$ cat config.mk
export PLATFORM = sky130hd
export DESIGN_NAME = half_adder
export DESIGN_NICKNAME = d
export VERILOG_FILES = /design/src/rtl/half_adder.sv
export SDC_FILE = /design/constraint.sdc
export NUM_CORES = 1
export LEC_CHECK = 0
export ABC_AREA = 1
export CORE_MARGIN = 5
export CORE_UTILIZATION = 50
export CTS_CLUSTER_DIAMETER = 50
export CTS_CLUSTER_SIZE = 25
export DETAILED_ROUTE_END_ITERATION = 10
export PLACE_DENSITY_LB_ADDON = 0.1
export SLEW_MARGIN = 20
export SYNTH_ARGS = -nofsm -noshare
export SYNTH_HDL_FRONTEND = slang
export SYNTH_SLANG_ARGS = --single-unit
$ cat constraint.sdc
create_clock -name clk -period 1.7 [get_ports clk]
set_input_delay 0.34 -clock clk [delete_from_list [all_inputs] [get_ports clk]]
set_output_delay 0.34 -clock clk [all_outputs]
set_load 0.05 [all_outputs]
$ cat src/rtl/half_adder.sv
// Multi-lane half adder with a combinational path and a registered,
// valid-qualified path carrying saturating operation and carry counters.
module half_adder #(
   parameter int WIDTH = 1,
   parameter int CNT_W = 16
) (
   input  logic             clk,
   input  logic             rst,
   input  logic [WIDTH-1:0] a,
   input  logic [WIDTH-1:0] b,
   input  logic             in_valid,
   output logic [WIDTH-1:0] sum,
   output logic [WIDTH-1:0] cout,
   output logic [WIDTH-1:0] sum_q,
   output logic [WIDTH-1:0] cout_q,
   output logic             out_valid,
   output logic [CNT_W-1:0] op_count,
   output logic [CNT_W-1:0] carry_count
);

   localparam logic [CNT_W-1:0] cnt_one = {{(CNT_W-1){1'b0}}, 1'b1};
   localparam logic [CNT_W-1:0] cnt_max = '1;

   logic op_sat;
   logic carry_sat;
   logic any_carry;

   assign sum  = a ^ b;
   assign cout = a & b;

   assign any_carry = |cout;
   assign op_sat    = (op_count == cnt_max);
   assign carry_sat = (carry_count == cnt_max);

   // Counters see the same operands as the sum_q/cout_q capture.
   always_ff @(posedge clk) begin
      if (rst) begin
         sum_q       <= '0;
         cout_q      <= '0;
         out_valid   <= 1'b0;
         op_count    <= '0;
         carry_count <= '0;
      end else begin
         out_valid <= in_valid;
         if (in_valid) begin
            sum_q  <= sum;
            cout_q <= cout;
            if (!op_sat)
               op_count <= op_count + cnt_one;
            if (any_carry && !carry_sat)
               carry_count <= carry_count + cnt_one;
         end
      end
   end

endmodule

==> flow_summary_export.csv <==
group,metric,value,unit
floorplanning,ioPinCount,42,
yosys,synth_cell_types,28,
global_routing,grt-ovfl-total,0,
critical_path,setup.worst_path.class,"in2out",
layout,nFillCells,359,
power_and_ir_drop,p_clk_share,35.2,%
clock_tree,cts_sinks,35,
worst_hold_path,hold_class,"reg2reg",
floorplanning,start_util,50.7,%
layout,final-seq-area,706,um^2
run,maxCapViolations,0,
layout,multi_input_area,0.00113,mm^2
power_and_ir_drop,switchingPower,0.000403,W
clock_tree,cts_made_buffers,5,
power_and_ir_drop,p_leak,1.11,nW
global_routing,grt_pass1_wl,8020,um
yosys,netlist_instances,307,
place,gp_congestion,0.822,
sta,clock_skew,0.00305,ns
layout,diodes,0,
global_routing,grt_max_degree,24,
detailed_routing,routed_wl,4480,um
sta,tightest_slew,0.301,ns
global_routing,track_usage,18.8,%
global_routing,antenna_found_initial,0,
clock_tree,cts_resized,0,
place,io_buffers,41,
clock_tree,postCtsSetupBuffers,0,
sta,drv_slew,0,
power_and_ir_drop,internal_power,0.00117,W
power_and_ir_drop,combPwrFrac,11.3,%
clock_tree,clock_latency,0.29,ns
sta,fmax,625,MHz
global_routing,grt_pass1_vias,1895,
clock_tree,htree_levels,2,
sta,min_period,1.60,ns
detailed_routing,drc,0,
yosys,yosysTopAreaCellShare,35.0,%
floorplanning,die_w,73.3,um
detailed_routing,drt_iter0_markers,112,
sta,hold_ws,0.467,ns
sta,hold_viol,0,
detailed_routing,drtPass1Iterations,5,
floorplanning,die_h,73.3,um
critical_path,end_kind,"output pin",
yosys,synth.avg_cell_area,6.52,um^2
floorplanning,coreArea,0.00394,mm^2
sta,rsz0062_at_grt,"no",
sta,relSlewSlack,79.8,%
detailed_routing,ant_nets,0,
yosys,syn_nets,315,
power_and_ir_drop,power_switching_share,25.5,%
clock_tree,ctsLongestPathBuffers,2,
critical_path,required,1.36,ns
layout,final_layout_size_suffix_gt1_share,23.7,%
floorplanning,die_area,0.00537,mm^2
place,dpl.hpwl,3380,um
detailed_routing,num_vias,1995,
detailed_routing,vias_per_cell,4.88,
layout,area_delta_synth_final,28.0,%
sta,setup_viol,0,
status,outcome,"finished, final reports clean",
clock_tree,cts-root-buf,"clkbuf_8",
critical_path,cp.arrival,1.26,ns
clock_tree,cts_hold_buf,0,
floorplanning,rows,23,
power_and_ir_drop,cellPowerDensity,616,mW/mm^2
yosys,synth-seq-area-share,35.0,%
detailed_routing,wl_per_cell,10.9,um
power_and_ir_drop,p_seq_share,53.5,%
sta,setup-tns-final,0,ns
layout,nets,368,
yosys,synth-seq-cells,35,
power_and_ir_drop,max-vdd-ir-drop,361,uV
clock_tree,clkSlewWorstSetupHoldPaths,0.06,ns
critical_path,start_kind,"input port",
yosys,synthTopCellsByArea,"dfxtp_1 35%, nand2_1 16%, nor2_1 10%",
clock_tree,cts_tree,"done",
critical_path,path_max_fanout,2,
sta,finalCritPeriodShare,94.1,%
yosys,yosys.area.top_type,"dfxtp_1",
yosys,netlist_area,0.00200,mm^2
yosys,yosysWarnings,0,
[layout by cell type (no fill, tap or decap), drive strengths merged]
cell type / n
a21oi: 23
a31oi: 2
buf: 48
clkbuf: 6
clkdlybuf4s50: 4
clkinv: 1
dfxtp: 35
ha: 3
inv: 31
nand2: 94
nand3: 25
nand3b: 3
nand4: 4
nor2: 64
nor3: 5
o21ai: 6
xnor2: 1
xor2: 4
[cell type report]
class,instances,share of cell area (%)
timing repair buffer,52,18.1
multi-input combinational,234,44.3
sequential,35,27.6
clock buffer,6,2.83
inverter,32,4.74
tap,50,2.44
[logic make-up (layout without fill, tap and decap cells)]
| kind of cell | count (synthesis) | after routing | share of synthesized area, % |
|---|---|---|---|
| xor gates and xnor gates | 5 | 5 | 2.19 |
| DFF | 35 | 35 | 35.0 |
| and+or+nand+nor | 195 | 195 | 44.4 |
| AOI/OAI and AO/OA | 31 | 31 | 8.26 |
| buffers and inverters | 38 | 90 | 8.25 |
| adders and majority gates | 3 | 3 | 1.88 |
[worst max-delay path: stages]
cell and delay, ns:
clkdlybuf4s50_1 0.40, ha_1 0.35, buf_12 0.17
[layer usage]
layer	wire (um)	global-route usage [%]	part of all wire (%)	up-vias
met5	0	0	0	-
met4	84	9.22	1.9	0
met3	171	3.01	3.8	8
met2	2250	32.8	50	37
met1	1970	22.3	44	877
li1	-	-	-	1073
[power by group through the flow]
stage / combinational (W) / sequential, W / clock [W]
floorplan: 0.0000738 / 0.000900 / 0
global placement: 0.000178 / 0.000862 / 0
detailed placement: 0.000180 / 0.000862 / 0
CTS: 0.000180 / 0.000843 / 0.000576
global route: 0.000193 / 0.000845 / 0.000606
finish: 0.000178 / 0.000843 / 0.000556
[flip-flops by register name, indices dropped and copies added (netlist names)]
name and flops:
cout_q 1, out_valid 1, op_count 16, sum_q 1, carry_count 16
[cell usage after synthesis]
| library cell | count |
|---|---|
| nand3b_1 | 3 |
| a21oi_2 | 2 |
| nand2_2 | 7 |
| inv_1 | 28 |
| o21ai_0 | 4 |
| buf_4 | 1 |
| nor2_4 | 3 |
| xor2_1 | 4 |
| nor2_1 | 55 |
| a31oi_1 | 2 |
| nand3_2 | 3 |
| a21oi_1 | 21 |
| buf_2 | 2 |
| nand2_1 | 85 |
| ha_1 | 3 |
| clkinv_2 | 1 |
| nand4_1 | 4 |
| buf_6 | 2 |
| inv_2 | 3 |
| nand3_4 | 1 |
| nor2_2 | 6 |
| clkbuf_1 | 1 |
| o21ai_1 | 2 |
| nand3_1 | 21 |
| nand2_4 | 2 |
| xnor2_1 | 1 |
| dfxtp_1 | 35 |
| nor3_1 | 5 |
[per-stage QoR]
step,total power (W),cells,util (%),instance area [um^2],worst slack [ns]
floorplan,0.000973,307,-,2010,0.0690
global placement,0.00104,403,63.1,2490,-0.0333
detailed placement,0.00104,403,63.1,2490,-0.0813
CTS,0.00160,409,64.9,2560,0.0978
global route,0.00164,409,64.9,2560,0.0408
finish,0.00158,409,64.9,2560,0.101
[worst paths after layout]
check                               startpoint               to  slack, ns  depth (start not counted)
worst min-delay path                    cout_q           cout_q       0.47                          2
worst max-delay path                         a              sum       0.10                          3
worst min register to register          cout_q           cout_q       0.47                          2
worst max register to register  carry_count[0]  carry_count[15]       0.22                          9
No activity file was read; power rests on OpenSTA's default activity.
==> RTL change: new RTL, config.mk and constraints unchanged <==
Change the parameter `CNT_W` from 16 to 32.
--- a/src/rtl/half_adder.sv
+++ b/src/rtl/half_adder.sv
@@ -4,3 +4,3 @@
    parameter int WIDTH = 1,
-   parameter int CNT_W = 16
+   parameter int CNT_W = 32
 ) (
Interface: changed (resized carry_count and op_count); port bits go from 42 to 74. The function was not compared with the original's and may differ.
==> RTL change against the original RTL <==
- clock power grew 140%
- maximum frequency fell by 1.5%
- setup slack got worse by 0.024 ns
- sequential power is 89% higher
- largest cell class unchanged
- hold slack about the same
- area after synthesis grew 110%
- design area increased by 120%
- total power grew 100%
- wire length increased to 2.9 times the old value
- sequential cell count is 32 higher
- critical path type is now reg2reg
==> RTL change: results (changes against the original RTL) <==
clock_network:
  clk_pin_slew_worst_paths_ns: 0.08  # +0.02 ns
  htreeDepth: 3  # +1
placed_design:
  place_area_um2: 5321  # +110%
  dp.cells: 895  # +120%
  gp_congestion: 0.9759  # +19%
  hpwl_mm: 10.06  # +200%
  io_buffers: 73  # +78%
critical_path:
  worst_path_max_delay_cell: "dfxtp_4"
  reg2reg_slack_ns: 0.08  # -0.14 ns
  rr_endpoint: "carry_count[25]$_SDFFE_PP0P_"
  cp_top_family: "simple AND/OR/NAND/NOR gates"
  crit_start: "carry_count[0]$_SDFFE_PP0P_"
  rr_worst_depth: 11  # +2
  max_stage_delay_ns: 0.38  # -0.02 ns
  end_kind: "flop"
  arrival_ns: 1.86  # +0.60 ns
drt:
  dr_wl_met2_mm: 6.761  # +200%
  drt-met1-wl_mm: 5.359  # +170%
  vias: 4765  # +140%
  drt_iter0_drc: 142  # +27%
  wl_met3_um: 589  # +240%
  wl_per_cell_um: 14.34  # +31%
layout:
  nets: 815  # +120%
  instances_no_fill: 917  # +120%
  drive_above_1_share_pct: 33.74  # +10 points
  reg_top3: "carry_count x32, op_count x32"
sta:
  clock_skew_ns: 0.01494  # +0.01189 ns
  relSlewSlack_pct: 74.15  # -5.6 points
  holdWs_ns: 0.4676  # +0.0003970 ns
logic_synthesis:
  yosys-top-cells-count: "215 x nand2_1, 139 x nor2_1, 67 x dfxtp_1, 62 x inv_1, 46 x nand3_1"
  synthTopCellsByArea: "dfxtp_1 31%, nand2_1 19%, nor2_1 12%"
  syn_nets: 698  # +120%
  syn_avg_cell_area_um2: 6.191  # -5.0%
  seq_area_frac_synth_pct: 31.40  # -3.6 points
  synth_cell_types: 34  # +21%
pwr:
  power_sequential_mw: 1.59  # +89%
  p_int_mw: 2.345  # +100%
  p_leak_nw: 2.233  # +100%
  combinationalPowerShare_pct: 7.8  # -3.5 points
  peakVddDrop_uv: 402.9  # +12%
  seqPwrFrac_pct: 49.7  # -3.8 points
global_route:
  met3_usage_pct: 4.369  # +1.4 points
  grt_overflow: 0  # unchanged
  grt_max_degree: 25  # +4.2%
  use_met1_pct: 29.81  # +7.5 points
  grt_usage_pct: 25.64  # +6.8 points
  met2_usage_pct: 45.93  # +13 points
  grt_pass1_vias: 4526  # +140%
run_status:
  status: "complete, no violations"
RTL change: area by class of cell:
class	instances	area, um2
clock buffer	10	127.6
clock inverter	6	66.31
fill	753	2566
inverter	64	242.7
multi-input combinational	541	2695
sequential	67	1426
tap	105	131.4
timing repair buffer	124	1002
RTL change: cells by family after synthesis:
| family | after synthesis | synth area share (%) |
|---|---|---|
| simple gates | 465 | 47.10 |
| buf+inv | 82 | 8.612 |
| flops | 67 | 31.40 |
| compound gates | 56 | 8.524 |
| xor+xnor | 17 | 3.486 |
| fa+ha+maj | 3 | 0.8788 |
RTL change: per-stage QoR:
step,setup slack (ns),util (%)
global placement,-0.1331,64.44
floorplan,0.001906,-
global route,-0.04341,68.92
CTS,0.01802,66.85
detailed placement,-0.1992,64.44
finish,0.07648,68.92
RTL change: what timing repair did:
item                       CTS  global route
pin swaps                    0            10
setup buffers                0             3
gates cloned                 0             3
setup endpoints to repair    3            46
gates resized for setup      1            37
